==> config.mk <==
export PLATFORM = sky130hd
export DESIGN_NAME = agc_io_channels
export DESIGN_NICKNAME = d
export VERILOG_FILES = /design/src/rtl/agc_io_channels.sv
export SDC_FILE = /design/constraint.sdc
export NUM_CORES = 1
export LEC_CHECK = 0
export CAP_MARGIN = 10
export CORE_ASPECT_RATIO = 1.1
export CORE_MARGIN = 3
export CORE_UTILIZATION = 48
export CTS_CLUSTER_DIAMETER = 50
export DETAILED_ROUTE_END_ITERATION = 8
export PLACE_DENSITY = 0.76
export SLEW_MARGIN = 20
export SYNTH_ARGS = -nofsm -noshare
export SYNTH_HDL_FRONTEND = slang
export SYNTH_SLANG_ARGS = --single-unit
==> constraint.sdc <==
create_clock -name clock -period 3 [get_ports clock]
set_clock_uncertainty 0.15 [all_clocks]
set_input_delay 0.6 -clock clock [delete_from_list [all_inputs] [get_ports clock]]
set_output_delay 0.6 -clock clock [all_outputs]
set_load 0.03 [all_outputs]
==> src/rtl/agc_io_channels.sv <==
// I/O channel unit for the AGC core: output latches, keycode FIFO, prescaled timer,
// sticky status flags and a synchronized discrete-input word behind 3-bit selects.
module agc_io_channels #(
  parameter int TICK_DIV  = 1000,
  parameter int KEY_DEPTH = 4
) (
  input  logic        clock,
  input  logic        reset_n,
  input  logic [2:0]  IO_read_sel,
  output logic [14:0] IO_read_data,
  input  logic [2:0]  IO_write_sel,
  input  logic [14:0] IO_write_data,
  input  logic        IO_write_en,
  input  logic        stall,
  input  logic [4:0]  key_code,
  input  logic        key_strobe,
  input  logic [14:0] in0,
  output logic [14:0] out0,
  output logic [14:0] out1,
  output logic        out0_strobe,
  output logic        timer_irq
);

  localparam int PW  = (KEY_DEPTH > 1) ? $clog2(KEY_DEPTH) : 1;
  localparam int PSW = (TICK_DIV > 1) ? $clog2(TICK_DIV) : 1;
  localparam logic [PSW-1:0] PS_LAST = PSW'(TICK_DIV - 1);
  localparam logic [PW:0]    DEPTH   = (PW + 1)'(KEY_DEPTH);

  logic [14:0] readData_q, readData_d;
  logic [14:0] out0_q, out0_d;
  logic [14:0] out1_q, out1_d;
  logic        strobe_q, strobe_d;
  logic        irq_q, irq_d;
  logic [14:0] timer_q, timer_d;
  logic [PSW-1:0] presc_q, presc_d;
  logic [PW-1:0] wrPtr_q, wrPtr_d;
  logic [PW-1:0] rdPtr_q, rdPtr_d;
  logic [PW:0]   count_q, count_d;
  logic        tmrOvf_q, tmrOvf_d;
  logic        keyOvf_q, keyOvf_d;
  logic [14:0] sync1_q, sync2_q;
  logic [4:0]  mem_q [KEY_DEPTH];

  logic        wrCh0, wrCh1, wrCh2, wrCh3, wrCh4;
  logic        keyValid, pop, push, keyOvfSet, wrap;
  logic [4:0]  keyHead;
  logic [3:0]  countWide;
  logic [14:0] readMux;

  assign wrCh0 = IO_write_en && (IO_write_sel == 3'd0);
  assign wrCh1 = IO_write_en && (IO_write_sel == 3'd1);
  assign wrCh2 = IO_write_en && (IO_write_sel == 3'd2);
  assign wrCh3 = IO_write_en && (IO_write_sel == 3'd3);
  assign wrCh4 = IO_write_en && (IO_write_sel == 3'd4);

  assign keyValid  = (count_q != '0);
  assign keyHead   = keyValid ? mem_q[rdPtr_q] : 5'd0;
  assign countWide = 4'(count_q);
  assign pop       = !stall && (IO_read_sel == 3'd2) && keyValid;
  // A pop in the same cycle frees a slot, so a full FIFO still accepts the push.
  assign push      = key_strobe && !wrCh2 && ((count_q != DEPTH) || pop);
  assign keyOvfSet = key_strobe && !wrCh2 && (count_q == DEPTH) && !pop;

  always_comb begin
    readMux = 15'd0;
    case (IO_read_sel)
      3'd0: readMux = out0_q;
      3'd1: readMux = out1_q;
      3'd2: readMux = {9'd0, keyValid, keyHead};
      3'd3: readMux = timer_q;
      3'd4: readMux = {9'd0, countWide[2:0], tmrOvf_q, keyOvf_q, keyValid};
      3'd5: readMux = sync2_q;
      default: readMux = 15'd0;
    endcase
  end

  always_comb begin
    readData_d = stall ? readData_q : readMux;
    out0_d     = wrCh0 ? IO_write_data : out0_q;
    out1_d     = wrCh1 ? IO_write_data : out1_q;
    strobe_d   = wrCh0;

    wrPtr_d = wrPtr_q;
    rdPtr_d = rdPtr_q;
    count_d = count_q;
    if (wrCh2) begin
      wrPtr_d = '0;
      rdPtr_d = '0;
      count_d = '0;
    end else begin
      if (push) wrPtr_d = wrPtr_q + PW'(1);
      if (pop)  rdPtr_d = rdPtr_q + PW'(1);
      if (push && !pop)      count_d = count_q + (PW + 1)'(1);
      else if (pop && !push) count_d = count_q - (PW + 1)'(1);
    end

    // A load through channel 3 overrides a tick landing on the same edge.
    wrap    = 1'b0;
    timer_d = timer_q;
    presc_d = presc_q + PSW'(1);
    if (wrCh3) begin
      timer_d = IO_write_data;
      presc_d = '0;
    end else if (presc_q == PS_LAST) begin
      presc_d = '0;
      timer_d = timer_q + 15'd1;
      wrap    = (timer_q == 15'h7FFF);
    end
    irq_d = wrap;

    tmrOvf_d = wrap      || (tmrOvf_q && !(wrCh4 && IO_write_data[2]));
    keyOvf_d = keyOvfSet || (keyOvf_q && !(wrCh4 && IO_write_data[1]));
  end

  always_ff @(posedge clock) begin
    if (!reset_n) begin
      readData_q <= '0;
      out0_q     <= '0;
      out1_q     <= '0;
      strobe_q   <= 1'b0;
      irq_q      <= 1'b0;
      timer_q    <= '0;
      presc_q    <= '0;
      wrPtr_q    <= '0;
      rdPtr_q    <= '0;
      count_q    <= '0;
      tmrOvf_q   <= 1'b0;
      keyOvf_q   <= 1'b0;
      sync1_q    <= '0;
      sync2_q    <= '0;
    end else begin
      readData_q <= readData_d;
      out0_q     <= out0_d;
      out1_q     <= out1_d;
      strobe_q   <= strobe_d;
      irq_q      <= irq_d;
      timer_q    <= timer_d;
      presc_q    <= presc_d;
      wrPtr_q    <= wrPtr_d;
      rdPtr_q    <= rdPtr_d;
      count_q    <= count_d;
      tmrOvf_q   <= tmrOvf_d;
      keyOvf_q   <= keyOvf_d;
      sync1_q    <= in0;
      sync2_q    <= sync1_q;
    end
  end

  // Storage needs no reset: entries are only visible through the count.
  always_ff @(posedge clock) begin
    if (push) mem_q[wrPtr_q] <= key_code;
  end

  assign IO_read_data = readData_q;
  assign out0         = out0_q;
  assign out1         = out1_q;
  assign out0_strobe  = strobe_q;
  assign timer_irq    = irq_q;

endmodule

== Word-level counts from Yosys, hierarchy flattened ==
Memory sizes are Yosys's and may differ from the RTL's. A register that Yosys moved wholly into a read port is not among the register bits.
Index checks and enable logic that the tools add are counted.
Cells by class
  $add $sub $neg: 6
  equal/unequal tests: 13
  muxes and demuxes: 12
  bitwise logic cells: 1
  reduce and logical (&&, ||, !) cells: 33
Operators with widths (number)
  $pmux 15 s6: 1
  $mux 15: 2
  $logic_and 1x1->1: 17
  $add 15x1->15 const B: 1
  $eq 15x15->1 const B: 1
  $eq 3x2->1 const B: 4
  $eq 3x3->1 const B: 4
  $add 10x1->10 const B: 1
  $eq 10x10->1 const B: 1
  $eq 3x1->1 const B: 2
  $logic_not 1->1: 6
  $logic_not 3->1: 2
  $mux 3: 2
  $mux 5: 1
  $add 2x1->2 const B: 2
  $mux 1: 4
  $mux 2: 2
  $reduce_bool 2->1: 2
  $add 3x1->3 const B: 1
  $logic_or 1x1->1: 3
  $ne 3x3->1 const B: 1
  $reduce_bool 3->1: 1
  $reduce_or 3->1: 1
  $sub 3x1->3 const B: 1
  other kinds (2): 2
Storage, ports and cells
  register bits after elaboration: 111
  memory bits (writable): 20
  output and inout port bits: 47
  memories kept: 1
Memory list
  mem_q: depth 4, width 5, read ports 1, clocked after memory_dff 1, write ports 1, RTL line 42  | logic [4:0] mem_q [KEY_DEPTH];

== Logic depth before layout (Yosys ltp) ==
  depth in word-level cells: 9
  mapped depth: 10
  mapped depth without buffers: 8

== Worst setup path before layout ==
No wires, ideal clock.
  kind: input -> register
  start point: input port stall
  end point: register count_q[2]
  setup time: 72 ps
  arrival: 2657 ps
  required time: 2778 ps
  setup slack: 121 ps
  stages: 10
  path buffers: 2
  cell sequence: clkbuf_1 nor4b_1 o221a_1 buf_2 ha_1 inv_1 fa_1 xor2_1 or3_1 a21oi_1
On the way
  longest elaborated chain between the ends: 8
  elaborated cells on any way between the ends: 11
  those cells by class: mux (1); reduce/logical (10)
RTL lines
  start, declared: RTL line 14  | input logic stall,
  $logic_not 1->1 *: RTL line 59  | assign pop = !stall && (IO_read_sel == 3'd2) && keyValid;
  $logic_and 1x1->1 * (2 in series): RTL line 59
  $logic_or 1x1->1 *: RTL line 61  | assign push = key_strobe && !wrCh2 && ((count_q != DEPTH) || pop);
  $logic_and 1x1->1 *: RTL line 61
  named net push: RTL line 45  | logic keyValid, pop, push, keyOvfSet, wrap;
  $logic_not 1->1: RTL line 94  | else if (pop && !push) count_d = count_q - (PW + 1)'(1);
  $logic_and 1x1->1: RTL line 94
  $reduce_bool 2->1 (no source line)
  end signal, assigned: RTL line 141  | count_q <= count_d;
  end, declared: RTL line 38  | logic [PW:0] count_q, count_d;
The timed path passes the listed nets; every way through them passes the cells marked *.
A chain may end at the register's enable or synchronous reset.

== Worst setup path in the final report ==
  start point: input port stall
  end point: register count_q[2]
On the way
  longest elaborated chain between the ends: 8
  elaborated cells on any way between the ends: 11
  those cells by class: mux (1); reduce/logical (10)
RTL lines (RTL line)
  $logic_not 1->1 *: 59
  $logic_and 1x1->1 * (2 in series): 59
  $logic_or 1x1->1: 61
  $logic_and 1x1->1: 61
  $logic_not 1->1: 94
  $logic_and 1x1->1: 94
  $reduce_bool 2->1 (no source line)
Every way passes the cells marked *; elsewhere a longest branch is shown, timed or not.

==> impl_metrics.py <==
metrics = {
    "cells_and_area": {
        "drive_above_1_share_pct": 9.25,
        "final_area_um2": 7310,
        "antennaDiodeCount": 0,
        "area_growth_pct": 31.4,
        "final_nets": 722,
    },
    "clocking": {
        "cts_tree": "yes",
        "root_buffer": "clkbuf_16",
        "h-tree-depth": 4,
        "clockBufferDepth": 2,
        "ctsHoldBuffers": 0,
        "insertion_delay_ns": 0.42,
        "cts_resized": 0,
        "path_clk_slew_ns": 0.06,
        "cts.sinks": 133,
        "cts_buffers": 17,
        "postCtsSetupBuffers": 0,
    },
    "global_route": {
        "grt_usage_pct": 23.7,
        "grt_max_degree": 61,
        "grt_pass1_wl_mm": 23.4,
        "antenna_found_initial": 0,
        "grt_pass1_vias": 4623,
        "overflow": 0,
    },
    "min_path": {
        "hp-class": "flop to flop",
        "hold-path-endpoint": "sync2_q[7]",
        "hold_depth": 1,
        "worstHoldStart": "sync1_q[7]",
    },
    "sta": {
        "post-route-period-util_pct": 93.7,
        "period_minus_slack_ns": 2.81,
        "max_clock_freq_mhz": 356,
        "slew_violations": 0,
        "setup_slack_ns": 0.188,
        "rsz0062_at_grt": "false",
        "setup_viol": 0,
        "whs_ns": 0.282,
        "relSlewSlack_pct": 50.0,
        "tightest_slew_ns": 0.750,
        "hold_viol": 0,
        "tns_ns": 0,
    },
    "worst_setup_path": {
        "r2r-start": "count_q[0]",
        "end_kind": "flop",
        "path_max_fanout": 2,
        "start_kind": "input port",
        "rr_endpoint": "count_q[2]",
        "arrival_ns": 3.01,
        "reg2regPathDepth": 8,
        "critPathRequiredTime_ns": 3.20,
        "crit_type": "input port to flop",
        "r2r_slack_ns": 0.57,
    },
    "power": {
        "p_leak_nw": 2.59,
        "p_seq_share_pct": 42.7,
        "power_frac_clock_pct": 48.1,
        "p_switching_w": 0.00107,
        "power_frac_comb_pct": 9.3,
        "internal-power_w": 0.00350,
        "ir_drop_mv": 0.450,
        "power.density_nw_per_um2": 625,
        "switching_share_pct": 23.4,
    },
    "drt": {
        "wl_per_cell_um": 17.7,
        "via_per_inst": 5.66,
        "ant_nets": 0,
        "wl_met2_mm": 7.12,
        "top_layer_used": "met4",
        "drt-total-wl_mm": 14.7,
        "drt_iter0_drc": 458,
        "met1_length_mm": 6.13,
        "routed-wl-met3_mm": 1.12,
        "dr.pass1.iters": 6,
        "drc": 0,
        "via_count": 4688,
    },
    "yosys": {
        "ys_types": 53,
        "async_flop_share_pct": 0,
        "synth.area.top_cells": "dfxtp_1, edfxtp_1, nand2_1, and2_1, a21boi_1",
        "avgSynthCellArea_um2": 9.75,
        "synth_seq_area_share_pct": 51.4,
        "synth_nets": 625,
        "synth_area_um2": 5570,
        "ys_ff_latch": 133,
        "yosysTopAreaCellShare_pct": 40.6,
        "synth-edff-count": 20,
        "ys_warn_count": 0,
        "ys.flop_type": "dfxtp_1",
        "synth_largest_area_cell": "dfxtp_1",
        "netlist_instances": 571,
    },
    "placed_design": {
        "hpwlAfterDp_mm": 10.5,
        "gp_congestion": 0.939,
        "portBuffers": 92,
        "pre_cts_slack_ns": -0.206,
        "post_dp_cell_area_um2": 6670,
    },
    "floorplanning": {
        "num_rows": 40,
        "fp.dieH_um": 119,
        "die_w_um": 109,
        "design.core.area_um2": 11100,
        "ioPinCount": 93,
        "start_util_pct": 50.1,
        "dieArea_um2": 12900,
    },
    "run_status": {
        "status": "finished, final reports clean",
    },
    "run": {
        "drv_cap": 0,
    },
}
==> Yosys cell counts (all sizes together) (3+ instances only) <==
cell type    n
a21boi      30
a21oi        5
a222oi       5
a22oi       10
a311oi       6
a31oi       11
and2        43
and4         3
buf         10
clkbuf      23
dfxtp      113
edfxtp      20
ha           7
inv         10
mux2i       17
mux4         5
nand2       93
nand3       10
nand4        8
nor2        28
nor2b        5
nor3         5
nor3b        4
o21ai       37
o2bb2ai     11
o31ai        4
or3         11
xnor2        9
xor2         7
==> power by group through the flow <==
| stage | logic, W | clock network (W) | registers (W) |
|---|---|---|---|
| 4_1_cts | 0.000421 | 0.00223 | 0.00195 |
| 3_5_place_dp | 0.000417 | 0 | 0.00199 |
| 2_1_floorplan | 0.000230 | 0 | 0.00199 |
| 3_3_place_gp | 0.000406 | 0 | 0.00198 |
| 5_1_grt | 0.000462 | 0.00230 | 0.00196 |
| 6_report | 0.000423 | 0.00220 | 0.00195 |
==> stage by stage <==
| step | util, % | total power, W | std cells |
|---|---|---|---|
| after floorplan | - | 0.00222 | 571 |
| after global placement | 60.0 | 0.00239 | 796 |
| after detailed placement | 60.0 | 0.00240 | 796 |
| after CTS | 65.8 | 0.00460 | 828 |
| after global routing | 65.8 | 0.00472 | 828 |
| final | 65.8 | 0.00457 | 828 |
==> flip-flops by register name (all words and copies together), names as in the netlist, named ones only <==
| signal | cells |
|---|---|
| mem_q | 20 |
| IO_read_data | 15 |
| out0 | 15 |
| out1 | 15 |
| sync1_q | 15 |
| sync2_q | 15 |
| timer_q | 15 |
| presc_q | 10 |
| count_q | 3 |
| rdPtr_q | 2 |
| wrPtr_q | 2 |
| keyOvf_q | 1 |
| out0_strobe | 1 |
| timer_irq | 1 |
| tmrOvf_q | 1 |
==> critical path, cell delays in order <==
cell	delay (ns)
clkdlybuf4s50_1	0.47
nor4b_1	0.33
buf_4	0.17
o221a_1	0.21
ha_1	0.18
inv_1	0.06
fa_1	0.37
xor2_1	0.16
or3_1	0.32
a21oi_1	0.15
==> metal layers <==
metal | global-route usage [%] | vias up
li1 | - | 2219
met1 | 29.9 | 2245
met2 | 37.6 | 197
met3 | 7.10 | 27
met4 | 9.55 | 0
met5 | 0 | -
==> placed cells by master (no fill, tap or decap), types with 4 or more instances in the layout <==
| cell | count |
|---|---|
| and2_1 | 43 |
| clkdlybuf4s50_1 | 91 |
| a22oi_1 | 10 |
| inv_1 | 8 |
| a21boi_1 | 30 |
| a21oi_1 | 5 |
| nor3_1 | 5 |
| ha_1 | 7 |
| dfxtp_1 | 113 |
| xor2_1 | 7 |
| o2bb2ai_1 | 11 |
| mux4_2 | 5 |
| a311oi_1 | 6 |
| buf_4 | 19 |
| o31ai_1 | 4 |
| edfxtp_1 | 20 |
| nand4_1 | 6 |
| o21ai_1 | 16 |
| a222oi_1 | 5 |
| nand3_1 | 10 |
| nand2_1 | 93 |
| clkbuf_16 | 18 |
| xnor2_1 | 9 |
| o21ai_0 | 21 |
| nor2b_1 | 5 |
| or3_1 | 11 |
| nor2_1 | 28 |
| mux2i_1 | 17 |
| a31oi_1 | 11 |
==> how the worst max path moves through the flow <==
stage | start | endpoint | slack [ns]
after floorplan | stall | count_q[2] | 0.12
after global placement | stall | count_q[2] | -0.13
after detailed placement | stall | count_q[2] | -0.21
after CTS | stall | count_q[2] | 0.21
after global routing | stall | count_q[2] | 0.08
final | stall | count_q[2] | 0.19
==> cells by family after synthesis <==
group / after synthesis / share of synthesized area [%]
buffers and inverters: 43 / 3.15
xor gates and xnor gates: 16 / 2.52
AOI/OAI and AO/OA: 125 / 15.4
and+or+nand+nor: 224 / 20.4
muxes: 22 / 5.08
DFF: 133 / 51.4
adders and majority gates: 8 / 1.93
==> final cells by class <==
cell class	instances	area, um^2
clock inverters	12	164
clock buffers	20	478
multi-input cells	395	2530
inverters	10	37.5
fillers	881	3800
flip-flops and latches	133	2860
well taps	147	184
repair buffers	111	1060
(Power assumes the default switching activity.)
